===== src/rtl/lcd_reader_if.sv =====
// lcd_reader_if: CPU read handshake plus LCD pad signals for lcd_reader.
// master = requester/board side, slave = lcd_reader.
interface lcd_reader_if;
  logic       rd_req;
  logic       rd_rs;
  logic [3:0] sf_d_in;
  logic       busy;
  logic       rd_valid;
  logic [7:0] rd_data;
  logic       rd_timeout;
  logic       lcd_e;
  logic       lcd_rs;
  logic       lcd_rw;
  logic       sf_drv_en;

  modport master (
    output rd_req, rd_rs, sf_d_in,
    input  busy, rd_valid, rd_data, rd_timeout, lcd_e, lcd_rs, lcd_rw, sf_drv_en
  );

  modport slave (
    input  rd_req, rd_rs, sf_d_in,
    output busy, rd_valid, rd_data, rd_timeout, lcd_e, lcd_rs, lcd_rw, sf_drv_en
  );
endinterface


===== src/rtl/lcd_reader.sv =====
// lcd_reader: one HD44780 4-bit read (status or data byte) on request.
// Owns LCD_E/RS/RW during the read and asks the top level to tristate SF_D.
// Optional feature macro: LCD_RD_WAIT_EN -- data reads are preceded by
// busy-flag polling, with a POLL_MAX poll timeout reported on rd_timeout.
module lcd_reader #(
  parameter int T_SETUP  = 2,
  parameter int T_EHI    = 12,
  parameter int T_CYCLE  = 50,
  parameter int POLL_MAX = 1000
) (
  input  logic        i_clk,
  input  logic        i_rst,
  lcd_reader_if.slave bus
);

  // Cycle counter is 6 bits; reject parameter sets it cannot time.
  if (T_CYCLE > 63 || T_EHI < 1 || T_SETUP < 1 || T_CYCLE <= T_EHI ||
      POLL_MAX < 1 || POLL_MAX > 1024) begin : g_param_chk
    $error("lcd_reader: timing/poll parameters out of range");
  end

  typedef enum logic [2:0] {S_IDLE, S_SETUP, S_EHI, S_ELO, S_DONE} state_t;

  // Counter reload values: the counter runs down to 0 on the last cycle of a state.
  localparam logic [5:0] C_SETUP = 6'(T_SETUP - 1);
  localparam logic [5:0] C_EHI   = 6'(T_EHI - 1);
  localparam logic [5:0] C_ELO   = 6'(T_CYCLE - T_EHI - 1);

  state_t     r_state, w_state_nx;
  logic [5:0] r_cnt, w_cnt_nx;
  logic       r_nib, w_nib_nx;      // 0 = upper nibble, 1 = lower nibble
  logic       r_rs, w_rs_nx;        // RS of the access currently on the bus
  logic [7:0] r_shadow;             // byte being assembled
  logic       r_busy, r_valid, r_lcd_e, r_lcd_rs, r_lcd_rw, r_drv_en;
  logic [7:0] r_rd_data;

`ifdef LCD_RD_WAIT_EN
  logic       r_want, w_want_nx;    // request asked for a data byte
  logic [9:0] r_poll, w_poll_nx;    // BF=1 polls seen so far
  logic       r_to;
  logic       w_to_nx;
`endif

  // Next-state logic: sequence SETUP, two E windows, then DONE or another read.
  always_comb begin
    w_state_nx = r_state;
    w_cnt_nx   = r_cnt;
    w_nib_nx   = r_nib;
    w_rs_nx    = r_rs;
`ifdef LCD_RD_WAIT_EN
    w_want_nx  = r_want;
    w_poll_nx  = r_poll;
    w_to_nx    = 1'b0;
`endif
    case (r_state)
      S_IDLE: begin
        if (bus.rd_req) begin
          w_state_nx = S_SETUP;
          w_cnt_nx   = C_SETUP;
          w_nib_nx   = 1'b0;
`ifdef LCD_RD_WAIT_EN
          // Every request starts with a status access; data waits for BF=0.
          w_rs_nx    = 1'b0;
          w_want_nx  = bus.rd_rs;
          w_poll_nx  = '0;
`else
          w_rs_nx    = bus.rd_rs;
`endif
        end
      end
      S_SETUP: begin
        if (r_cnt == 6'd0) begin
          w_state_nx = S_EHI;
          w_cnt_nx   = C_EHI;
        end else begin
          w_cnt_nx = r_cnt - 6'd1;
        end
      end
      S_EHI: begin
        if (r_cnt == 6'd0) begin
          w_state_nx = S_ELO;
          w_cnt_nx   = C_ELO;
        end else begin
          w_cnt_nx = r_cnt - 6'd1;
        end
      end
      S_ELO: begin
        if (r_cnt != 6'd0) begin
          w_cnt_nx = r_cnt - 6'd1;
        end else if (!r_nib) begin
          // RS/RW unchanged, so the second nibble goes straight to E high.
          w_state_nx = S_EHI;
          w_cnt_nx   = C_EHI;
          w_nib_nx   = 1'b1;
        end else begin
          w_state_nx = S_DONE;
          w_cnt_nx   = '0;
          w_nib_nx   = 1'b0;
`ifdef LCD_RD_WAIT_EN
          if (r_want && !r_rs) begin
            if (!r_shadow[7]) begin
              // LCD ready: issue the data read.
              w_state_nx = S_SETUP;
              w_cnt_nx   = C_SETUP;
              w_rs_nx    = 1'b1;
            end else if (int'(r_poll) + 1 >= POLL_MAX) begin
              // Give up; report the last status byte.
              w_to_nx = 1'b1;
            end else begin
              w_state_nx = S_SETUP;
              w_cnt_nx   = C_SETUP;
              if (r_poll != '1) w_poll_nx = r_poll + 10'd1;
            end
          end
`endif
        end
      end
      S_DONE: begin
        w_state_nx = S_IDLE;
        w_cnt_nx   = '0;
      end
      default: begin
        w_state_nx = S_IDLE;
        w_cnt_nx   = '0;
      end
    endcase
  end

  // State, counter and registered outputs decoded from the next state.
  always_ff @(posedge i_clk or posedge i_rst) begin
    if (i_rst) begin
      r_state   <= S_IDLE;
      r_cnt     <= '0;
      r_nib     <= 1'b0;
      r_rs      <= 1'b0;
      r_busy    <= 1'b0;
      r_valid   <= 1'b0;
      r_lcd_e   <= 1'b0;
      r_lcd_rs  <= 1'b0;
      r_lcd_rw  <= 1'b0;
      r_drv_en  <= 1'b1;
      r_rd_data <= 8'h00;
    end else begin
      r_state  <= w_state_nx;
      r_cnt    <= w_cnt_nx;
      r_nib    <= w_nib_nx;
      r_rs     <= w_rs_nx;
      r_busy   <= (w_state_nx != S_IDLE);
      r_valid  <= (w_state_nx == S_DONE);
      r_lcd_e  <= (w_state_nx == S_EHI);
      r_lcd_rs <= (w_state_nx != S_IDLE) && w_rs_nx;
      r_lcd_rw <= (w_state_nx != S_IDLE);
      r_drv_en <= (w_state_nx == S_IDLE);
      if (w_state_nx == S_DONE) r_rd_data <= r_shadow;
    end
  end

  // Capture the pad nibble on the last E-high cycle into the shadow byte.
  always_ff @(posedge i_clk or posedge i_rst) begin
    if (i_rst) begin
      r_shadow <= 8'h00;
    end else if (r_state == S_EHI && r_cnt == 6'd0) begin
      if (r_nib) r_shadow[3:0] <= bus.sf_d_in;
      else       r_shadow[7:4] <= bus.sf_d_in;
    end
  end

`ifdef LCD_RD_WAIT_EN
  // Poll bookkeeping and the timeout qualifier for the DONE strobe.
  always_ff @(posedge i_clk or posedge i_rst) begin
    if (i_rst) begin
      r_want <= 1'b0;
      r_poll <= '0;
      r_to   <= 1'b0;
    end else begin
      r_want <= w_want_nx;
      r_poll <= w_poll_nx;
      r_to   <= (w_state_nx == S_DONE) && w_to_nx;
    end
  end
  assign bus.rd_timeout = r_to;
`else
  assign bus.rd_timeout = 1'b0;
`endif

  assign bus.busy      = r_busy;
  assign bus.rd_valid  = r_valid;
  assign bus.rd_data   = r_rd_data;
  assign bus.lcd_e     = r_lcd_e;
  assign bus.lcd_rs    = r_lcd_rs;
  assign bus.lcd_rw    = r_lcd_rw;
  assign bus.sf_drv_en = r_drv_en;

endmodule


===== src/flat_wrapper.sv =====
// flat-port wrapper written by rule: the top's interface ports become plain ports
module lcd_reader_flat 
#(
  parameter int T_SETUP  = 2,
  parameter int T_EHI    = 12,
  parameter int T_CYCLE  = 50,
  parameter int POLL_MAX = 1000
)
  (i_clk, i_rst, bus_rd_req, bus_rd_rs, bus_sf_d_in, bus_busy, bus_rd_valid, bus_rd_data, bus_rd_timeout, bus_lcd_e, bus_lcd_rs, bus_lcd_rw, bus_sf_drv_en);
  lcd_reader_if bus_i ();
  input  logic i_clk;
  input  logic i_rst;
  input wire logic [$bits(bus_i.rd_req)-1:0] bus_rd_req;
  input wire logic [$bits(bus_i.rd_rs)-1:0] bus_rd_rs;
  input wire logic [$bits(bus_i.sf_d_in)-1:0] bus_sf_d_in;
  output wire logic [$bits(bus_i.busy)-1:0] bus_busy;
  output wire logic [$bits(bus_i.rd_valid)-1:0] bus_rd_valid;
  output wire logic [$bits(bus_i.rd_data)-1:0] bus_rd_data;
  output wire logic [$bits(bus_i.rd_timeout)-1:0] bus_rd_timeout;
  output wire logic [$bits(bus_i.lcd_e)-1:0] bus_lcd_e;
  output wire logic [$bits(bus_i.lcd_rs)-1:0] bus_lcd_rs;
  output wire logic [$bits(bus_i.lcd_rw)-1:0] bus_lcd_rw;
  output wire logic [$bits(bus_i.sf_drv_en)-1:0] bus_sf_drv_en;
  assign bus_i.rd_req = bus_rd_req;
  assign bus_i.rd_rs = bus_rd_rs;
  assign bus_i.sf_d_in = bus_sf_d_in;
  assign bus_busy = bus_i.busy;
  assign bus_rd_valid = bus_i.rd_valid;
  assign bus_rd_data = bus_i.rd_data;
  assign bus_rd_timeout = bus_i.rd_timeout;
  assign bus_lcd_e = bus_i.lcd_e;
  assign bus_lcd_rs = bus_i.lcd_rs;
  assign bus_lcd_rw = bus_i.lcd_rw;
  assign bus_sf_drv_en = bus_i.sf_drv_en;
  lcd_reader #(.T_SETUP(T_SETUP), .T_EHI(T_EHI), .T_CYCLE(T_CYCLE), .POLL_MAX(POLL_MAX)) u_core (.i_clk(i_clk), .i_rst(i_rst), .bus(bus_i));
endmodule

===== config.mk =====
export PLATFORM = sky130hd
export DESIGN_NAME = lcd_reader_flat
export DESIGN_NICKNAME = d
export VERILOG_FILES = /design/src/rtl/lcd_reader_if.sv /design/src/rtl/lcd_reader.sv /design/src/flat_wrapper.sv
export SDC_FILE = /design/constraint.sdc
export NUM_CORES = 1
export LEC_CHECK = 0
export CAP_MARGIN = 20
export CELL_PAD_IN_SITES_DETAIL_PLACEMENT = 1
export CELL_PAD_IN_SITES_GLOBAL_PLACEMENT = 1
export CORE_AREA = 2 2 67 69
export DETAILED_ROUTE_END_ITERATION = 16
export DIE_AREA = 0 0 69 71
export GPL_ROUTABILITY_DRIVEN = 0
export GPL_TIMING_DRIVEN = 0
export PLACE_DENSITY = 0.68
export SYNTH_ARGS = -nofsm -noshare
export SYNTH_HDL_FRONTEND = slang
export SYNTH_SLANG_ARGS = --single-unit

===== constraint.sdc =====
create_clock -name i_clk -period 2.2 [get_ports i_clk]
set_clock_uncertainty 0.2 [all_clocks]
set_input_delay 0.44 -clock i_clk [delete_from_list [all_inputs] [get_ports i_clk]]
set_output_delay 0.44 -clock i_clk [all_outputs]
set_load 0.02 [all_outputs]

==> metrics.md, run 1 <==
| Metric | Value |
|---|---|
| RSZ-0062 raised after global routing | no |
| Post-Syn Instances | 127 |
| Mean Syn Cell Area | 11.9 sq um |
| DRC | 0 |
| Period utilization | 0.957 |
| Seq/Total Area, Yosys | 0.532 |
| CP required | 2.18 ns |
| Deepest clock path buffer count | 2 |
| P per Cell Area | 1260 mW/mm^2 |
| Reg clk slew, reported paths | 0.07 ns |
| Tot Pwr | 2.54 mW |
| Iter 0 DRT Violations | 19 |
| Antenna cells | 0 |
| Slowest stage delay, CP | 0.45 ns |
| Port Buffers | 21 |
| Via count | 1117 |
| Number of buffers created by CTS | 5 |
| Worst setup path class | flop to flop |
| Share of layout cells above drive strength 1 | 0.333 |
| Number of enable flip-flop cells after synthesis | 0 |
| Max_cap viols | 0 |
| Drt first pass iters | 4 |
| Area growth, synth to finish | 33.1% |
| Post-synth top area share | 0.514 |
| Initial antenna violation count | 0 |
| Routed Antenna Nets | 0 |
| Ranking of synthesized cells by area | dfrtp_1 51%, mux2_4 8.0%, mux2_2 6.7% |
| Reg2reg path depth | 6 |
| Crit end category | flop |
| Slowest-stage cell, CP | or3_4 |
| Fin. Hold Viols | 0 |
| Die height | 71 um |
| Slew @ Worst Pin | 0.525 ns |
| GRT overflow | 0 |
| Fin area | 0.00201 sq mm |
| Top Ports | 23 |
| Fin crit period | 2.11 ns |
| Final setup margin | 0.0942 ns |
| P_leak | 0.916 nW |
| Nets | 174 |
| Crit path max-delay family | simple AND/OR/NAND/NOR gates |
| Die area | 0.00490 sq mm |
| Drt wl/cell | 16.7 um |
| Worst path arrival time | 2.08 ns |
| Final non-filler cell total | 217 |
| Most numerous cell in the Yosys netlist | dfrtp_1 |
| Relative slew slack | 0.650 |
| Core Area | 0.00420 sq mm |
| Ys flop type | dfrtp_1 |
| H-tree Lvls | 2 |
| Overall Global Routing Usage | 0.156 |
| Mapped cell area | 0.00151 sq mm |
| CP Buf/Inv Count | 1 |
| Distinct cell type count after synthesis | 42 |
| First-pass GRT wire length | 5.95 mm |
| FF-to-FF Start | u_core.r_cnt[1] |
| Pin count of the biggest net entering global routing | 23 |
| Worst hold slack | 0.301 ns |
| Outcome | complete, no violations |
| Max-slew violations | 0 |
| Syn nets | 137 |
| Final setup viols | 0 |
| Yosys warnings | 0 |
| Pre-CTS setup slack | -0.254 ns |
| Detailed Place HPWL | 2.43 mm |
| CTS tree | yes |
| Asr flop ratio synth | 1.00 |
| Via-to-Cell Ratio | 5.15 |
| Die Width | 69 um |
| Post-synth top area cell | dfrtp_1 |
| Vias in the first global route | 1208 |
| Clock Sink Count | 32 |
| Hold Crit Class | input pin to asynchronous set/reset pin |
| Max FO, Critical Path | 5 |
| Root Buffer | clkbuf_8 |
| Initial Util | 0.359 |
| Worst skew pair latency | 0.29 ns |
| Critical Path Start Type | flop |
| Dpl cells | 201 |
| Crit-path cells | inv_1 > ha_2 > nor3b_4 > nand2_4 > or3_4 > mux2_4 |
| Reg2Reg Setup Slack | 0.09 ns |
| Synth Register Bits | 32 |
| Fmax | 475 MHz |
| Synth top cells by count | 31 x dfrtp_1, 9 x mux2_2, 8 x a21oi_1, 8 x mux2_4 |
| Final WL | 3.63 mm |
| R2R Path End | u_core.bus.rd_data[0] |
| Row cnt | 24 |
| Peak VDD IR | 0.422 mV |
| DP Area | 0.00181 sq mm |
-- power by group --
| part | internal (mW) | total [mW] | switching, mW |
|---|---|---|---|
| clock network | 0.335 | 0.561 | 0.226 |
| logic | 0.529 | 1.05 | 0.517 |
| registers | 0.786 | 0.930 | 0.145 |
| total | 1.65 | 2.54 | 0.888 |
-- state kept, by name, summed over array words and instances, names as in the netlist --
name                  count
u_core.bus.busy           1
u_core.r_nib              1
u_core.bus.lcd_rs         1
u_core.r_cnt              6
u_core.bus.sf_drv_en      1
u_core.bus.lcd_e          1
u_core.bus.rd_data        8
u_core.r_shadow           8
u_core.bus.rd_valid       1
u_core.r_state            3
u_core.r_rs               1
-- worst register-to-register path: cells and delay by family, from the launching register on --
family	cells	cell delay [ns]
fa+ha+maj	1	0.18
buf+inv	1	0.10
mux	1	0.32
flops	1	0.38
simple gates	3	0.82
-- area by class of cell --
cell class | instances | area [sq um]
inverters | 7 | 28.8
well taps | 52 | 65.1
fillers | 464 | 2200
flip-flops and latches | 32 | 803
clock buffers | 5 | 68.8
multi-input cells | 82 | 666
repair buffers | 31 | 305
clock inverters | 3 | 42.5
plain buffers | 5 | 28.8
-- cell usage in the layout, fill, tap and decap left out, types with 2 or more instances in the layout --
cell             instances
nand3_1                  2
nand2_1                  3
buf_4                   11
nor2b_1                  2
o21ai_0                  2
nor3_1                   6
mux2_4                   9
a21oi_1                  8
nand2b_1                 2
or2_2                    2
inv_1                    6
buf_2                    2
nor4_1                   3
mux2_2                   8
clkdlybuf4s50_1         21
dfrtp_1                 30
clkbuf_8                 5
nand4_1                  3
a21o_1                   2
or3_4                    2
nor2_1                   5
-- worst max path at each step --
stage,startpoint,to,cells past startpoint
floorplan,u_core.r_cnt[0],u_core.bus.rd_data[0],7
global placement,u_core.r_cnt[0],u_core.bus.rd_data[6],7
detailed placement,u_core.r_cnt[0],u_core.r_shadow[0],7
CTS,u_core.r_cnt[0],u_core.r_shadow[6],8
global route,u_core.r_cnt[1],u_core.r_shadow[3],7
finish,u_core.r_cnt[1],u_core.bus.rd_data[0],6
-- routing by layer --
metal | vias to the layer above | part of all wire | GRT usage
li1 | 522 | - | -
met1 | 566 | 0.41 | 0.190
met2 | 22 | 0.54 | 0.262
met3 | 7 | 0.035 | 0.0356
met4 | 0 | 0.021 | 0.0784
met5 | - | 0 | 0
-- cell families after synthesis --
logic type / share of synthesized area
AO/OA/AOI/OAI: 0.0896
adder cells (fa/ha/maj): 0.0166
buffers and inverters: 0.0473
flip-flops: 0.532
multiplexers: 0.147
other: 0.00249
AND/OR/NAND/NOR: 0.166
-- per-stage QoR --
step	util	TNS, ns
floorplan	-	0
global placement	0.424	-3.25
detailed placement	0.431	-3.59
CTS	0.470	0
global route	0.478	0
finish	0.478	0
-- what timing repair did --
action	CTS	global route
cloned	0	1
pin swaps	0	1
hold buffers	0	0
buffers inserted	8	1
endpoints found under the setup margin	17	19
resized for setup	3	6
(Power assumes the default switching activity.)
==> run 2: changes to the inputs <==
--- a/config.mk
+++ b/config.mk
@@ -5,7 +5,6 @@
 export SDC_FILE = /design/constraint.sdc
 export NUM_CORES = 1
 export LEC_CHECK = 0
-export CAP_MARGIN = 20
 export CELL_PAD_IN_SITES_DETAIL_PLACEMENT = 1
 export CELL_PAD_IN_SITES_GLOBAL_PLACEMENT = 1
 export CORE_AREA = 2 2 67 69
@@ -13,7 +12,8 @@
 export DIE_AREA = 0 0 69 71
 export GPL_ROUTABILITY_DRIVEN = 0
 export GPL_TIMING_DRIVEN = 0
-export PLACE_DENSITY = 0.68
+export PLACE_DENSITY_LB_ADDON = 0.1
+export SKIP_LAST_GASP = 1
 export SYNTH_ARGS = -nofsm -noshare
 export SYNTH_HDL_FRONTEND = slang
 export SYNTH_SLANG_ARGS = --single-unit
==> metrics.md, run 2 (synthesis results as in run 1) <==
| Metric | Value |
|---|---|
| Tot Pwr | 2.55 mW (was 2.54 mW) |
| Clock Sink Count | 32 (unchanged) |
| Slowest stage delay, CP | 0.45 ns (about the same) |
| Worst setup path class | flop to flop (unchanged) |
| Slowest-stage cell, CP | or3_4 (unchanged) |
| Port Buffers | 21 (unchanged) |
| CP required | 2.17 ns (was 2.18 ns) |
| H-tree Lvls | 2 (unchanged) |
| RSZ-0062 raised after global routing | yes (was no) |
| Worst path arrival time | 2.13 ns (was 2.08 ns) |
| Hold Crit Class | input pin to asynchronous set/reset pin (unchanged) |
| Die height | 71 um (unchanged) |
| Vias in the first global route | 1130 (was 1208) |
| Die Width | 69 um (unchanged) |
| Outcome | complete, no violations (unchanged) |
| Reg clk slew, reported paths | 0.07 ns (about the same) |
| DRC | 0 (unchanged) |
| Crit-path cells | inv_2 > ha_2 > nor3b_4 > nand2_4 > or3_4 > mux2_4 (was inv_1 > ha_2 > nor3b_4 > nand2_4 > or3_4 > mux2_4) |
| CTS tree | yes (unchanged) |
| Final WL | 3.37 mm (was 3.63 mm) |
| Deepest clock path buffer count | 2 (unchanged) |
| Commonest cells after routing, fill and taps aside | 31 x dfrtp_1, 21 x clkdlybuf4s50_1, 9 x mux2_2, 9 x buf_4 (was 30 x dfrtp_1, 21 x clkdlybuf4s50_1, 11 x buf_4) |
| Critical Path Start Type | flop (unchanged) |
| Nets | 172 (was 174) |
| Final non-filler cell total | 215 (was 217) |
| Period utilization | 0.982 (was 0.957) |
| Relative slew slack | 0.628 (was 0.650) |
| Core Area | 0.00420 sq mm (unchanged) |
| Number of buffers created by CTS | 5 (unchanged) |
| P_leak | 0.911 nW (was 0.916 nW) |
| GRT overflow | 0 (unchanged) |
| Pre-CTS setup slack | -0.269 ns (was -0.254 ns) |
| First-pass GRT wire length | 5.75 mm (was 5.95 mm) |
| Fin. Hold Viols | 0 (unchanged) |
| Top Ports | 23 (unchanged) |
| Final setup margin | 0.0406 ns (was 0.0942 ns) |
| Worst hold slack | 0.296 ns (was 0.301 ns) |
| Drt wl/cell | 15.7 um (was 16.7 um) |
| Root Buffer | clkbuf_8 (unchanged) |
| Final setup viols | 0 (unchanged) |
| Hold_buf cts | 0 (unchanged) |
| Max_cap viols | 0 (unchanged) |
| Initial antenna violation count | 0 (unchanged) |
| Fmax | 463 MHz (was 475 MHz) |
| Max-slew violations | 0 (unchanged) |
| Die area | 0.00490 sq mm (unchanged) |
| P per Cell Area | 1280 mW/mm^2 (was 1260 mW/mm^2) |
| Overall Global Routing Usage | 0.149 (was 0.156) |
| Area growth, synth to finish | 32.1% (was 33.1%) |
| Peak VDD IR | 0.465 mV (was 0.422 mV) |
| Drt first pass iters | 4 (unchanged) |
| Worst skew pair latency | 0.29 ns (about the same) |
| Slew @ Worst Pin | 0.558 ns (was 0.525 ns) |
| Initial Util | 0.359 (unchanged) |
| Pin count of the biggest net entering global routing | 33 (was 23) |
| Antenna cells | 0 (unchanged) |
| Via count | 1098 (was 1117) |
| Max FO, Critical Path | 5 (unchanged) |
| Via-to-Cell Ratio | 5.11 (was 5.15) |
| Fin crit period | 2.16 ns (was 2.11 ns) |
| Routed Antenna Nets | 0 (unchanged) |
| Commonest non-fill, non-tap cell in the layout | dfrtp_1 (unchanged) |
| Dpl cells | 200 (was 201) |
| Crit end category | flop (unchanged) |
| Share of layout cells above drive strength 1 | 0.319 (was 0.333) |
| Detailed Place HPWL | 2.33 mm (was 2.43 mm) |
| FILL cells | 464 (unchanged) |
| Row cnt | 24 (unchanged) |
| Iter 0 DRT Violations | 30 (was 19) |
==> run 2: path summary, 6_finish.rpt <==
path | from | endpoint | slack, ns | cells after the start
worst max register to register | u_core.r_cnt[0] | u_core.bus.rd_data[5] | 0.04 | 6
max in group asynchronous | i_rst | u_core.bus.rd_data[5] | 1.00 | 3
worst min-delay path | i_rst | u_core.r_state[2] | 0.30 | 2
worst min register to register | u_core.r_rs | u_core.r_rs | 0.30 | 1
min in group i_clk | u_core.r_rs | u_core.r_rs | 0.30 | 1
worst max-delay path | u_core.r_cnt[0] | u_core.bus.rd_data[5] | 0.04 | 6
==> run 2: per-layer routing <==
metal | vias to the layer above | wire length [um] | GRT usage
met1 | 556 | 1520 | 0.191
met4 | 0 | 61 | 0.0523
met5 | - | 0 | 0
met3 | 6 | 111 | 0.0427
met2 | 16 | 1680 | 0.241
li1 | 520 | - | -
==> run 2: worst max-delay path: cells and delay by family, from the launching register on <==
kind                     cells  cell delay [ns]
adder cells (fa/ha/maj)      1             0.18
buffers and inverters        1             0.09
flip-flops                   1             0.40
multiplexers                 1             0.32
AND/OR/NAND/NOR              3             0.84
==> run 2: cell type report <==
type                       instances  area [sq um]  share of cell area
tap                               52          65.1              0.0326
clock buffer                       7          96.3              0.0483
sequential                        32           802               0.402
clock inverter                     1          30.0              0.0151
buffer                             5          28.8              0.0144
timing repair buffer              29           290               0.146
inverter                           7          26.3              0.0132
multi-input combinational         82           654               0.328
==> run 2: repair_timing <==
action	in CTS	in global routing
pin swaps	2	0
setup buffers	7	0
gates resized for setup	3	2
endpoints found under the setup margin	18	17
gates cloned	0	1
==> run 2: through the flow <==
step	util	setup TNS (ns)	area (sq um)
2_1_floorplan	-	0	1510
3_3_place_gp	0.424	-3.20	1780
3_5_place_dp	0.424	-4.38	1780
4_1_cts	0.465	0	1950
5_1_grt	0.474	-0.129	1990
6_report	0.474	0	1990
==> run 2: report_power, final <==
part	leakage, nW	switching, mW	internal [mW]
Clock	0.0645	0.218	0.399
Combinational	0.451	0.500	0.511
Sequential	0.395	0.136	0.784
==> run 3: changes to the inputs <==
--- a/config.mk
+++ b/config.mk
@@ -14,6 +14,7 @@
 export GPL_TIMING_DRIVEN = 0
 export PLACE_DENSITY_LB_ADDON = 0.1
 export SKIP_LAST_GASP = 1
+export SLEW_MARGIN = 20
 export SYNTH_ARGS = -nofsm -noshare
 export SYNTH_HDL_FRONTEND = slang
 export SYNTH_SLANG_ARGS = --single-unit
==> metrics.md, run 3 (synthesis results as in run 1) <==
| Metric | Value |
|---|---|
| Antenna cells | 0 (unchanged) |
| Nets | 171 (was 172) |
| Reg clk slew, reported paths | 0.06 ns (was 0.07 ns) |
| Top Ports | 23 (unchanged) |
| Pin count of the biggest net entering global routing | 33 (unchanged) |
| Final WL | 3.37 mm (about the same) |
| Root Buffer | clkbuf_8 (unchanged) |
| Die Width | 69 um (unchanged) |
| Critical Path Start Type | flop (unchanged) |
| Slew @ Worst Pin | 0.681 ns (was 0.558 ns) |
| Area growth, synth to finish | 30.3% (was 32.1%) |
| Multi-input combinational cell area | 654 sq um (unchanged) |
| Vias in the first global route | 1130 (unchanged) |
| Final setup viols | 0 (unchanged) |
| Via count | 1083 (was 1098) |
| Fin. Hold Viols | 0 (unchanged) |
| Worst path arrival time | 2.13 ns (about the same) |
| Die area | 0.00490 sq mm (unchanged) |
| Port Buffers | 21 (unchanged) |
| Via-to-Cell Ratio | 5.06 (was 5.11) |
| Die height | 71 um (unchanged) |
| Final setup margin | 0.0413 ns (was 0.0406 ns) |
| DRC | 0 (unchanged) |
| Period utilization | 0.981 (was 0.982) |
| CP required | 2.17 ns (about the same) |
| H-tree Lvls | 2 (unchanged) |
| Share of layout cells above drive strength 1 | 0.321 (was 0.319) |
| Fin crit period | 2.16 ns (about the same) |
| P per Cell Area | 1290 mW/mm^2 (was 1280 mW/mm^2) |
| Crit end category | flop (unchanged) |
| Dpl cells | 200 (unchanged) |
| CTS tree | yes (unchanged) |
| Worst setup path class | flop to flop (unchanged) |
| Max-slew violations | 0 (unchanged) |
| Detailed Place HPWL | 2.33 mm (about the same) |
| Max_cap viols | 0 (unchanged) |
| Peak VDD IR | 0.465 mV (about the same) |
| Fmax | 463 MHz (about the same) |
| Register area | 802 sq um (unchanged) |
| Iter 0 DRT Violations | 30 (unchanged) |
| Core Area | 0.00420 sq mm (unchanged) |
| FILL cells | 466 (was 464) |
| Initial antenna violation count | 0 (unchanged) |
| Max FO, Critical Path | 5 (unchanged) |
| Final non-filler cell total | 214 (was 215) |
| Overall Global Routing Usage | 0.149 (unchanged) |
| Tot Pwr | 2.54 mW (was 2.55 mW) |
| Final cell utilization of the core | 0.468 (was 0.474) |
| Routed Antenna Nets | 0 (unchanged) |
| Commonest cells after routing, fill and taps aside | 31 x dfrtp_1, 21 x clkdlybuf4s50_1, 9 x mux2_2, 9 x buf_4 (unchanged) |
| Pre-CTS setup slack | -0.269 ns (unchanged) |
| Commonest non-fill, non-tap cell in the layout | dfrtp_1 (unchanged) |
| First-pass GRT wire length | 5.75 mm (unchanged) |
| Number of buffers created by CTS | 5 (unchanged) |
| RSZ-0062 raised after global routing | yes (unchanged) |
| Relative slew slack | 0.545 (was 0.628) |
| Initial Util | 0.359 (unchanged) |
| Worst skew pair latency | 0.29 ns (about the same) |
| Deepest clock path buffer count | 2 (unchanged) |
| Drt first pass iters | 4 (unchanged) |
| GRT overflow | 0 (unchanged) |
| Clock Sink Count | 32 (unchanged) |
| Row cnt | 24 (unchanged) |
| Outcome | complete, no violations (unchanged) |
| Hold Crit Class | flop to flop (was input pin to asynchronous set/reset pin) |
| Drt wl/cell | 15.8 um (was 15.7 um) |
| P_leak | 0.897 nW (was 0.911 nW) |
run 3: changes by cell type in the layout (fill, tap and decap cells not counted):
cell	change
buf_16	-1
inv_1	-1
inv_2	+1
run 3: metrics by stage:
step / area [sq um] / hold slack, ns / setup TNS [ns]
2_1_floorplan: 1510 / 0.267 / 0
3_3_place_gp: 1780 / 0.274 / -3.20
3_5_place_dp: 1780 / 0.284 / -4.38
4_1_cts: 1950 / 0.300 / 0
5_1_grt: 1970 / 0.328 / -0.129
6_report: 1970 / 0.296 / 0
run 3: path summary, 6_finish.rpt:
| path | startpoint | to | slack, ns | depth (start not counted) |
|---|---|---|---|---|
| min in group asynchronous | i_rst | u_core.r_state[2] | 0.37 | 2 |
| worst max register to register | u_core.r_cnt[0] | u_core.bus.rd_data[5] | 0.04 | 6 |
| worst max-delay path | u_core.r_cnt[0] | u_core.bus.rd_data[5] | 0.04 | 6 |
| max in group asynchronous | i_rst | u_core.r_cnt[2] | 0.99 | 2 |
| worst min register to register | u_core.r_rs | u_core.r_rs | 0.30 | 1 |
| worst min-delay path | u_core.r_rs | u_core.r_rs | 0.30 | 1 |
run 3: what timing repair did:
action	4_1_cts	5_1_grt
setup endpoints to repair	18	17
resized for setup	3	2
buffers inserted	7	0
gates cloned	0	1
hold buffers	0	0
pin swaps	2	0
run 3: cell type report:
| type | count | share of cell area |
|---|---|---|
| sequential | 32 | 0.408 |
| multi-input combinational | 82 | 0.333 |
| timing repair buffer | 28 | 0.134 |
| clock buffer | 7 | 0.0490 |
| tap | 52 | 0.0331 |
| clock inverter | 1 | 0.0153 |
| buffer | 5 | 0.0146 |
| inverter | 7 | 0.0134 |
run 3: per-layer routing:
metal | wire (um) | global-route usage | vias up
met5 | 0 | 0 | -
met4 | 61 | 0.0523 | 0
met3 | 111 | 0.0427 | 6
met2 | 1650 | 0.241 | 16
met1 | 1550 | 0.191 | 544
li1 | - | - | 517
run 3: power by group:
group	internal [mW]	total, mW	leakage [nW]	switching, mW
clock	0.399	0.619	0.0645	0.219
combinational	0.506	1.01	0.437	0.500
sequential	0.784	0.919	0.395	0.136
run 3: worst max-delay path, cell delays in order, from the launching register on:
cell and delay [ns]:
dfrtp_1 0.40, inv_2 0.09, ha_2 0.18, nor3b_4 0.30
nand2_4 0.09, or3_4 0.45, mux2_4 0.32
